===== src/rtl/tcp_vlg_pkg.sv =====
// Shared TCP engine types: sequence/length numbers plus the RX streamer
// state encoding and the per-segment header captured at start of segment.
package tcp_vlg_pkg;

    typedef logic [31:0] tcp_num_t;
    typedef logic [15:0] length_t;

    typedef enum logic [1:0] {
        idle_s,
        strm_s,
        skip_s
    } rx_strm_state_t;

    typedef struct packed {
        tcp_num_t seq;
        length_t  lng;
    } tcp_rx_seg_t;

    // Modular distance from b forward to a in sequence space.
    function automatic tcp_num_t seq_dist(input tcp_num_t a, input tcp_num_t b);
        return a - b;
    endfunction

endpackage


===== src/rtl/tcp_vlg_rx_strm_if.sv =====
// Parser-to-streamer byte stream plus the streamer's RX payload RAM write port.
interface tcp_vlg_rx_strm_if #(
    parameter int D = 10
);
    import tcp_vlg_pkg::*;

    logic [7:0]   rx_dat;
    logic         rx_val;
    logic         rx_sof;
    logic         rx_eof;
    logic         rx_err;
    tcp_num_t     seg_seq;
    length_t      seg_lng;

    logic [D-1:0] wr_addr;
    logic [7:0]   wr_dat;
    logic         wr_val;

    modport master (
        output rx_dat, rx_val, rx_sof, rx_eof, rx_err, seg_seq, seg_lng,
        input  wr_addr, wr_dat, wr_val
    );

    modport slave (
        input  rx_dat, rx_val, rx_sof, rx_eof, rx_err, seg_seq, seg_lng,
        output wr_addr, wr_dat, wr_val
    );

endinterface


===== src/rtl/tcp_vlg_rx_strm.sv =====
// Writes in-order TCP payload into the RX ring by sequence number and advances
// rem_ack only once a complete, error-free segment has been written.
module tcp_vlg_rx_strm
    import tcp_vlg_pkg::*;
#(
    parameter int D = 10
) (
    input  logic                clk,
    input  logic                rst,
    input  logic                init,
    input  tcp_num_t            init_seq,
    input  tcp_num_t            rd_ptr,
    tcp_vlg_rx_strm_if.slave    rx,
    output tcp_num_t            rem_ack,
    output logic                ack_upd,
    output logic                drop,
    output logic [D:0]          win,
    output logic                idle
);

    rx_strm_state_t state_q, state_d;
    tcp_num_t       rem_ack_q, rem_ack_d;
    tcp_rx_seg_t    seg_q, seg_d;
    logic [16:0]    ctr_q, ctr_d;
    logic [D-1:0]   wr_addr_q, wr_addr_d;
    logic [7:0]     wr_dat_q, wr_dat_d;
    logic           wr_val_q, wr_val_d;
    logic           ack_upd_q, ack_upd_d;
    logic           drop_q, drop_d;
    logic [D:0]     win_q, win_d;

    tcp_num_t       win_full;
    logic           unused_win_hi;
    logic           accept;

    // Free space is the ring size minus unread bytes; only the low D+1 bits matter.
    assign win_full      = (32'd1 << D) - seq_dist(rem_ack_q, rd_ptr);
    assign win_d         = win_full[D:0];
    assign unused_win_hi = &{1'b0, win_full[31:D+1]};

    assign accept = (rx.seg_seq == rem_ack_q)
                 && (rx.seg_lng != '0)
                 && ({16'd0, rx.seg_lng} <= {{(31-D){1'b0}}, win_q});

    always_comb begin
        state_d   = state_q;
        rem_ack_d = rem_ack_q;
        seg_d     = seg_q;
        ctr_d     = ctr_q;
        wr_val_d  = 1'b0;
        wr_addr_d = wr_addr_q;
        wr_dat_d  = wr_dat_q;
        ack_upd_d = 1'b0;
        drop_d    = 1'b0;

        if (init) begin
            state_d   = idle_s;
            rem_ack_d = init_seq;
        end else if (rx.rx_val) begin
            if (rx.rx_sof) begin
                // A new start abandons whatever segment was still open.
                drop_d = (state_q != idle_s) && (seg_q.lng != '0);
                seg_d  = '{seq: rx.seg_seq, lng: rx.seg_lng};
                ctr_d  = 17'd0;
                if (accept) begin
                    wr_val_d  = 1'b1;
                    wr_addr_d = rem_ack_q[D-1:0];
                    wr_dat_d  = rx.rx_dat;
                    ctr_d     = 17'd1;
                    if (rx.rx_eof) begin
                        state_d = idle_s;
                        if (!rx.rx_err && (rx.seg_lng == 16'd1)) begin
                            rem_ack_d = rx.seg_seq + 32'd1;
                            ack_upd_d = 1'b1;
                        end else begin
                            drop_d = 1'b1;
                        end
                    end else begin
                        state_d = strm_s;
                    end
                end else if (rx.rx_eof) begin
                    state_d = idle_s;
                    if (rx.seg_lng != '0) begin
                        drop_d = 1'b1;
                    end
                end else begin
                    state_d = skip_s;
                end
            end else begin
                unique case (state_q)
                    strm_s: begin
                        wr_val_d  = 1'b1;
                        wr_addr_d = rem_ack_q[D-1:0] + ctr_q[D-1:0];
                        wr_dat_d  = rx.rx_dat;
                        ctr_d     = ctr_q + 17'd1;
                        if (rx.rx_eof) begin
                            state_d = idle_s;
                            if (!rx.rx_err && ((ctr_q + 17'd1) == {1'b0, seg_q.lng})) begin
                                rem_ack_d = seg_q.seq + {16'd0, seg_q.lng};
                                ack_upd_d = 1'b1;
                            end else begin
                                drop_d = 1'b1;
                            end
                        end
                    end
                    skip_s: begin
                        if (rx.rx_eof) begin
                            state_d = idle_s;
                            drop_d  = (seg_q.lng != '0);
                        end
                    end
                    default: begin
                    end
                endcase
            end
        end
    end

    always_ff @(posedge clk or negedge rst) begin
        if (!rst) begin
            state_q   <= idle_s;
            rem_ack_q <= '0;
            seg_q     <= '0;
            ctr_q     <= '0;
            wr_addr_q <= '0;
            wr_dat_q  <= '0;
            wr_val_q  <= 1'b0;
            ack_upd_q <= 1'b0;
            drop_q    <= 1'b0;
            win_q     <= (D+1)'(1 << D);
        end else begin
            state_q   <= state_d;
            rem_ack_q <= rem_ack_d;
            seg_q     <= seg_d;
            ctr_q     <= ctr_d;
            wr_addr_q <= wr_addr_d;
            wr_dat_q  <= wr_dat_d;
            wr_val_q  <= wr_val_d;
            ack_upd_q <= ack_upd_d;
            drop_q    <= drop_d;
            win_q     <= win_d;
        end
    end

    assign rx.wr_addr = wr_addr_q;
    assign rx.wr_dat  = wr_dat_q;
    assign rx.wr_val  = wr_val_q;
    assign rem_ack    = rem_ack_q;
    assign ack_upd    = ack_upd_q;
    assign drop       = drop_q;
    assign win        = win_q;
    assign idle       = (state_q == idle_s);

endmodule


===== src/flat_wrapper.sv =====
// flat-port wrapper written by rule: the top's interface ports become plain ports
module tcp_vlg_rx_strm_flat import tcp_vlg_pkg::*;
#(
    parameter int D = 10
)
  (clk, rst, init, init_seq, rd_ptr, rem_ack, ack_upd, drop, win, idle, rx_rx_dat, rx_rx_val, rx_rx_sof, rx_rx_eof, rx_rx_err, rx_seg_seq, rx_seg_lng, rx_wr_addr, rx_wr_dat, rx_wr_val);
  tcp_vlg_rx_strm_if #(.D(D)) rx_i ();
  input  logic clk;
  input  logic rst;
  input  logic init;
  input  tcp_num_t init_seq;
  input  tcp_num_t rd_ptr;
  output tcp_num_t rem_ack;
  output logic ack_upd;
  output logic drop;
  output logic [D:0] win;
  output logic idle;
  input wire logic [$bits(rx_i.rx_dat)-1:0] rx_rx_dat;
  input wire logic [$bits(rx_i.rx_val)-1:0] rx_rx_val;
  input wire logic [$bits(rx_i.rx_sof)-1:0] rx_rx_sof;
  input wire logic [$bits(rx_i.rx_eof)-1:0] rx_rx_eof;
  input wire logic [$bits(rx_i.rx_err)-1:0] rx_rx_err;
  input wire logic [$bits(rx_i.seg_seq)-1:0] rx_seg_seq;
  input wire logic [$bits(rx_i.seg_lng)-1:0] rx_seg_lng;
  output wire logic [$bits(rx_i.wr_addr)-1:0] rx_wr_addr;
  output wire logic [$bits(rx_i.wr_dat)-1:0] rx_wr_dat;
  output wire logic [$bits(rx_i.wr_val)-1:0] rx_wr_val;
  assign rx_i.rx_dat = rx_rx_dat;
  assign rx_i.rx_val = rx_rx_val;
  assign rx_i.rx_sof = rx_rx_sof;
  assign rx_i.rx_eof = rx_rx_eof;
  assign rx_i.rx_err = rx_rx_err;
  assign rx_i.seg_seq = rx_seg_seq;
  assign rx_i.seg_lng = rx_seg_lng;
  assign rx_wr_addr = rx_i.wr_addr;
  assign rx_wr_dat = rx_i.wr_dat;
  assign rx_wr_val = rx_i.wr_val;
  tcp_vlg_rx_strm #(.D(D)) u_core (.clk(clk), .rst(rst), .init(init), .init_seq(init_seq), .rd_ptr(rd_ptr), .rx(rx_i), .rem_ack(rem_ack), .ack_upd(ack_upd), .drop(drop), .win(win), .idle(idle));
endmodule

===== config.mk =====
export PLATFORM = sky130hd
export DESIGN_NAME = tcp_vlg_rx_strm_flat
export DESIGN_NICKNAME = d
export VERILOG_FILES = /design/src/rtl/tcp_vlg_pkg.sv /design/src/rtl/tcp_vlg_rx_strm_if.sv /design/src/rtl/tcp_vlg_rx_strm.sv /design/src/flat_wrapper.sv
export SDC_FILE = /design/constraint.sdc
export NUM_CORES = 1
export LEC_CHECK = 0
export ABC_CLOCK_PERIOD_IN_PS = 3200
export CAP_MARGIN = 15
export CORE_ASPECT_RATIO = 0.7
export CORE_MARGIN = 4
export CORE_UTILIZATION = 40
export CTS_BUF_LIST = sky130_fd_sc_hd__clkbuf_8 sky130_fd_sc_hd__clkbuf_16
export DETAILED_ROUTE_END_ITERATION = 10
export GPL_TIMING_DRIVEN = 0
export PLACE_DENSITY = 0.67
export SETUP_SLACK_MARGIN = 0.4
export SYNTH_ARGS = -nofsm -noshare
export SYNTH_HDL_FRONTEND = slang
export SYNTH_SLANG_ARGS = --single-unit

===== constraint.sdc =====
create_clock -name clk -period 3.2 [get_ports clk]
set_clock_uncertainty 0.1 [all_clocks]
set_input_delay 0.64 -clock clk [delete_from_list [all_inputs] [get_ports clk]]
set_output_delay 0.64 -clock clk [all_outputs]
set_load 0.02 [all_outputs]

# --- Word level (Yosys, flattened, before mapping) ---
# Index checks and enable logic that the tools add are counted.
totals:
  output_inout_bits: 65
  regBits: 131
  wordCells: 102
  input_bits: 127
classes:
  add_sub_neg: 6
  order_cmp: 1
  bitwise: 1
  eq_ne: 8
  n_mux: 52
  reduce_logical: 23
op_table:
  columns: ["operator", "count"]
  rows:
  - ["32-bit two-way mux", 9]
  - ["17-bit two-way mux", 2]
  - ["32-bit by 1-bit adder with 32-bit output (second input constant)", 1]
  - ["32-bit by 16-bit adder with 32-bit output", 1]
  - ["32-bit equality test", 1]
  - ["16-bit nonzero test", 2]
  - ["10-bit two-way mux", 3]
  - ["1-bit two-way mux", 27]
  - ["8-bit two-way mux", 3]
  - ["17-bit by 1-bit adder with 17-bit output (second input constant)", 1]
  - ["17-bit by 16-bit equality test with 1-bit output", 1]
  - ["16-bit by 1-bit equality test with 1-bit output (second input constant)", 1]
  - ["16-bit by 11-bit less-or-equal comparator with 1-bit output", 1]
  - ["2-bit two-way mux", 7]
  - ["3-bit nonzero test", 4]
  - ["11-bit subtractor", 1]
  - ["11-bit subtractor (first input constant)", 1]
  - ["10-bit adder", 1]
  - ["3-bit AND reduction", 3]
  - ["2-bit nonzero test", 4]
  - ["3-bit by 2-bit inequality test with 1-bit output (second input constant)", 2]
  - ["6-bit AND reduction", 1]
  - ["1-bit logical AND", 5]
  - ["4-bit AND reduction", 1]
  - ["8 further kinds", 8]

# --- Depth between registers and ports, before layout ---
depth:
  ltp_word: 9
  mapped_depth: 13
  mapped_depth_nobuf: 13

# --- Worst setup path after synthesis ---
# Ideal clock, no wire load.
synth_timing:
  path_kind: "register -> register"
  from: "register u_core.ctr_q[3]"
  to: "register u_core.rem_ack_q[13], in the netlist u_core.rem_ack[13]"
  required_time_ns: 2.975
  t_arrival_ns: 3.185
  path_slack_ns: -0.210
  stages_incl_launch_ff: 12
  period_less_slack_ns: 3.410
  n_path_buf: 3
  setup_time_ns: 0.125
  path_cell_list: "dfrtp_1 > buf_2 > nand4_1 > or4_4 > or3b_1 > o31ai_1 > or4b_4 > o31ai_4 > a31o_1 > buf_6 > buf_12 > mux2_4"
synth_between:
  elab_chain_cells: 5
synth_lines:
  columns: ["item", "line_no", "text"]
  rows:
  - ["from (decl)", "tcp_vlg_rx_strm.sv:24", "logic [16:0] ctr_q, ctr_d;"]
  - ["from (signal assigned)", "tcp_vlg_rx_strm.sv:135", "ctr_q <= ctr_d;"]
  - ["17-bit by 1-bit adder with 17-bit output", "tcp_vlg_rx_strm.sv:98", "if (!rx.rx_err && ((ctr_q + 17'd1) == {1'b0, seg_q.lng})) begin"]
  - ["17-bit by 16-bit equality test with 1-bit output", "tcp_vlg_rx_strm.sv:98", null]
  - ["1-bit logical AND", "tcp_vlg_rx_strm.sv:98", null]
  - ["3-bit nonzero test (no line)", null, null]
  - ["6-bit AND reduction (no line)", null, null]
  - ["to (signal assigned)", "tcp_vlg_rx_strm.sv:133", "rem_ack_q <= rem_ack_d;"]
  - ["to (decl)", "tcp_vlg_rx_strm.sv:22", "tcp_num_t rem_ack_q, rem_ack_d;"]
# Every way passes these cells.
# A chain may end at the register's enable or synchronous reset.

# --- Worst setup path in the final report ---
layout_timing:
  from: "register u_core.ctr_q[3]"
  to: "register u_core.rem_ack_q[23], in the netlist u_core.rem_ack[23]"
# The elaborated chain is that of the path after synthesis.

==> qor.yml <==
status:
  status: "finished, violations left"
  failed_checks: "setup timing"
sta:
  drv_slew: 0
  max_slew_margin_pct: 39.4
  fin_ws_ns: -0.329
  rsz0062_at_grt: "yes"
  tns_ns: -7.33
  worst_pin_slew_ns: 0.909
  hold_violations: 0
  min_period_ns: 3.53
  setup_viol: 31
  fmax_mhz: 283
  fin_crit_sh_pct: 110
logic_synthesis:
  synth_area_leader_cell: "dfrtp_1"
  synthTopCellsByArea: "dfrtp_1 33%, ha_1 7.7%, mux2_2 6.8%"
  yosysWarnings: 0
  synth-seq-cells: 131
  synth-main-ff-cell: "dfrtp_1"
  synth_top_area_share_pct: 33.5
  syn_nets: 1247
  ys_types: 76
  ys_seq_area_share_pct: 33.7
  synth_edf_count: 0
  synth.avg_cell_area_um2: 9.19
  synthArstFlopShare_pct: 100
  syn-cell-area_um2: 9720
  netlist_instances: 1057
worst_setup_path:
  path_buf_inv: 5
  required_ns: 3.42
  crit_arrival_ns: 3.75
  crit_path_end_kind: "flip-flop"
  cpPeakStageDelay_ns: 0.57
  cp_max_fo: 5
  start_kind: "flip-flop"
  path_class: "flip-flop to flip-flop"
  crit_family: "simple AND/OR/NAND/NOR gates"
  crit_chain: "buf_6, buf_4, nand4_1, or4_4, mux2i_1, nand4_1, or4b_4, o31ai_4, a31o_1, buf_6, buf_12, buf_12, mux2_4"
  cp_slowest_cell: "or4b_4"
  r2r_setup_slack_ns: -0.33
cts:
  cts_root_buf: "clkbuf_16"
  ctsLongestPathBuffers: 2
  path_clk_slew_ns: 0.06
  cts_tree: "done"
  cts_made_buffers: 17
  clock_latency_ns: 0.44
  cts.htree.levels: 4
  clock_sinks: 131
cells_and_area:
  final_cell_mix: "132 x clkdlybuf4s50_1, 124 x dfrtp_1, 88 x nand2_1, 72 x xor2_1"
  fin_area_um2: 13300
  area_growth_pct: 36.6
  antenna_cells: 0
  layout_commonest_cell: "clkdlybuf4s50_1"
  drive_gt1_share_pct: 19.0
  postLayoutCoreUtil_pct: 55.9
  nNetsFinal: 1472
  final_cells: 1613
drt:
  dr.pass1.iters: 5
  vias: 9562
  routed_via_density: 5.93
  drt-total-wl_mm: 36.2
  dr.max_layer_used: "met4"
  wl_met3_mm: 4.40
  drc: 0
  wl_per_cell_um: 22.4
  wl_met2_mm: 14.7
  drt_iter0_markers: 940
  ant_nets: 0
  wl_met1_mm: 16.2
job:
  drv_cap: 0
placed_design:
  postPlaceCellArea_um2: 11800
  gp_congestion: 0.987
  dp_hpwl_mm: 27.3
  dpl.cell_count: 1541
  io_buffers: 165
floorplanning:
  core_um2: 23800
  io_pins: 192
  dieArea_um2: 26900
  die_height_um: 138
  start_util_pct: 40.9
  fp.dieW_um: 194
  rows: 47
worst_hold_path:
  hold_path_class: "input port to async pin"
power:
  power_density_nw_per_um2: 585
  vdd_drop_max_mv: 0.418
  total_power_mw: 7.76
  p_leak_nw: 5.62
global_route:
  grt_pass1_vias: 9344
  grt_pass1_wl_mm: 55.1
  grt_use_total_pct: 26.3
  grt_max_degree: 69
  overflow: 0
  antenna_found_initial: 0
-- per-stage QoR --
stage	setup slack, ns	hold slack, ns
floorplan	-0.167	0.244
global placement	-4.67	0.378
detailed placement	-0.822	0.387
CTS	-0.300	0.113
global route	-0.406	0.144
finish	-0.329	0.0898
-- synth_stat cells, types with 5 or more instances --
cell,number
mux2i_1,20
mux2_4,13
a21o_1,11
dfrtp_1,130
nand4_1,20
o31ai_1,6
o211ai_1,12
nor2_1,58
xnor2_1,40
and4_1,8
o21ai_0,51
clkbuf_1,36
inv_1,55
or2_2,5
o22ai_1,5
mux2_2,59
xor2_1,74
nor4_1,29
ha_1,60
a31oi_1,9
o21a_1,7
nor3_1,36
a211oi_1,8
o21bai_1,8
or4_1,5
nor2b_1,7
and3_1,10
nand2_1,88
a21oi_1,68
nand3_1,30
or3_1,5
-- sequential cells by signal, summed over array words and instances (netlist names) --
| register | flops |
|---|---|
| u_core.ack_upd | 1 |
| u_core.ctr_q | 17 |
| u_core.drop | 1 |
| u_core.rem_ack | 32 |
| u_core.rx.wr_addr | 10 |
| u_core.rx.wr_dat | 8 |
| u_core.rx.wr_val | 1 |
| u_core.seg_q | 48 |
| u_core.state_q | 2 |
| u_core.win | 11 |
-- report_power, final --
| group | switching [mW] | total (mW) | internal, mW |
|---|---|---|---|
| clock network | 0.770 | 2.04 | 1.27 |
| registers | 0.421 | 2.41 | 1.99 |
| logic | 1.78 | 3.31 | 1.53 |
| total | 2.97 | 7.76 | 4.79 |
-- path summary, 6_finish.rpt --
| kind | endpoint | startpoint | cells after the start |
|---|---|---|---|
| worst max-delay path | u_core.rem_ack[23]$_DFFE_PN0P_ | u_core.ctr_q[3]$_DFFE_PN0P_ | 13 |
| worst min-delay path | u_core.rx.wr_dat[7]$_DFFE_PN0P_ | rst | 1 |
| worst max register to register | u_core.rem_ack[23]$_DFFE_PN0P_ | u_core.ctr_q[3]$_DFFE_PN0P_ | 13 |
| worst min register to register | u_core.seg_q[23]$_DFFE_PN0P_ | u_core.seg_q[23]$_DFFE_PN0P_ | 2 |
| max in group asynchronous | u_core.win[10]$_DFF_PN1_ | rst | 2 |
| min in group clk | u_core.seg_q[13]$_DFFE_PN0P_ | rx_seg_lng[13] | 2 |
-- kinds of logic (layout without fill, tap and decap cells) --
group,count (synthesis),in the layout,synth area share [%]
simple gates,320,320,16.7
compound gates,232,232,15.5
flops,131,131,33.7
xor+xnor,114,114,10.3
buf+inv,105,343,4.60
mux,92,92,10.9
fa+ha+maj,63,63,8.34
-- repair_timing --
| item | 4_1_cts | 5_1_grt |
|---|---|---|
| endpoints found under the setup margin | 102 | 71 |
| cloned | 2 | 0 |
| resized for setup | 117 | 52 |
| pin swaps | 17 | 19 |
| setup buffers | 34 | 4 |
| hold buffers | 0 | 0 |
-- routing by layer --
metal | up-vias | global-route usage, %
li1 | 4312 | -
met1 | 4622 | 39.1
met2 | 552 | 36.5
met3 | 76 | 8.44
met4 | 0 | 7.58
met5 | - | 0
-- worst register-to-register path: cells and delay by family (launching register included) --
family | cells | cell delay, ns
AOI/OAI and AO/OA | 2 | 0.40
muxes | 2 | 0.47
and+or+nand+nor | 4 | 1.42
buffers and inverters | 5 | 0.66
DFF | 1 | 0.37
-- cell type report --
type	instances	area, µm²
clock inverter	12	139
clock buffer	20	467
multi-input combinational	821	6390
timing repair buffer	206	2070
fill	2108	10500
inverter	57	216
sequential	131	3290
tap	318	398
buffer	48	304
(Power assumes the default switching activity.)
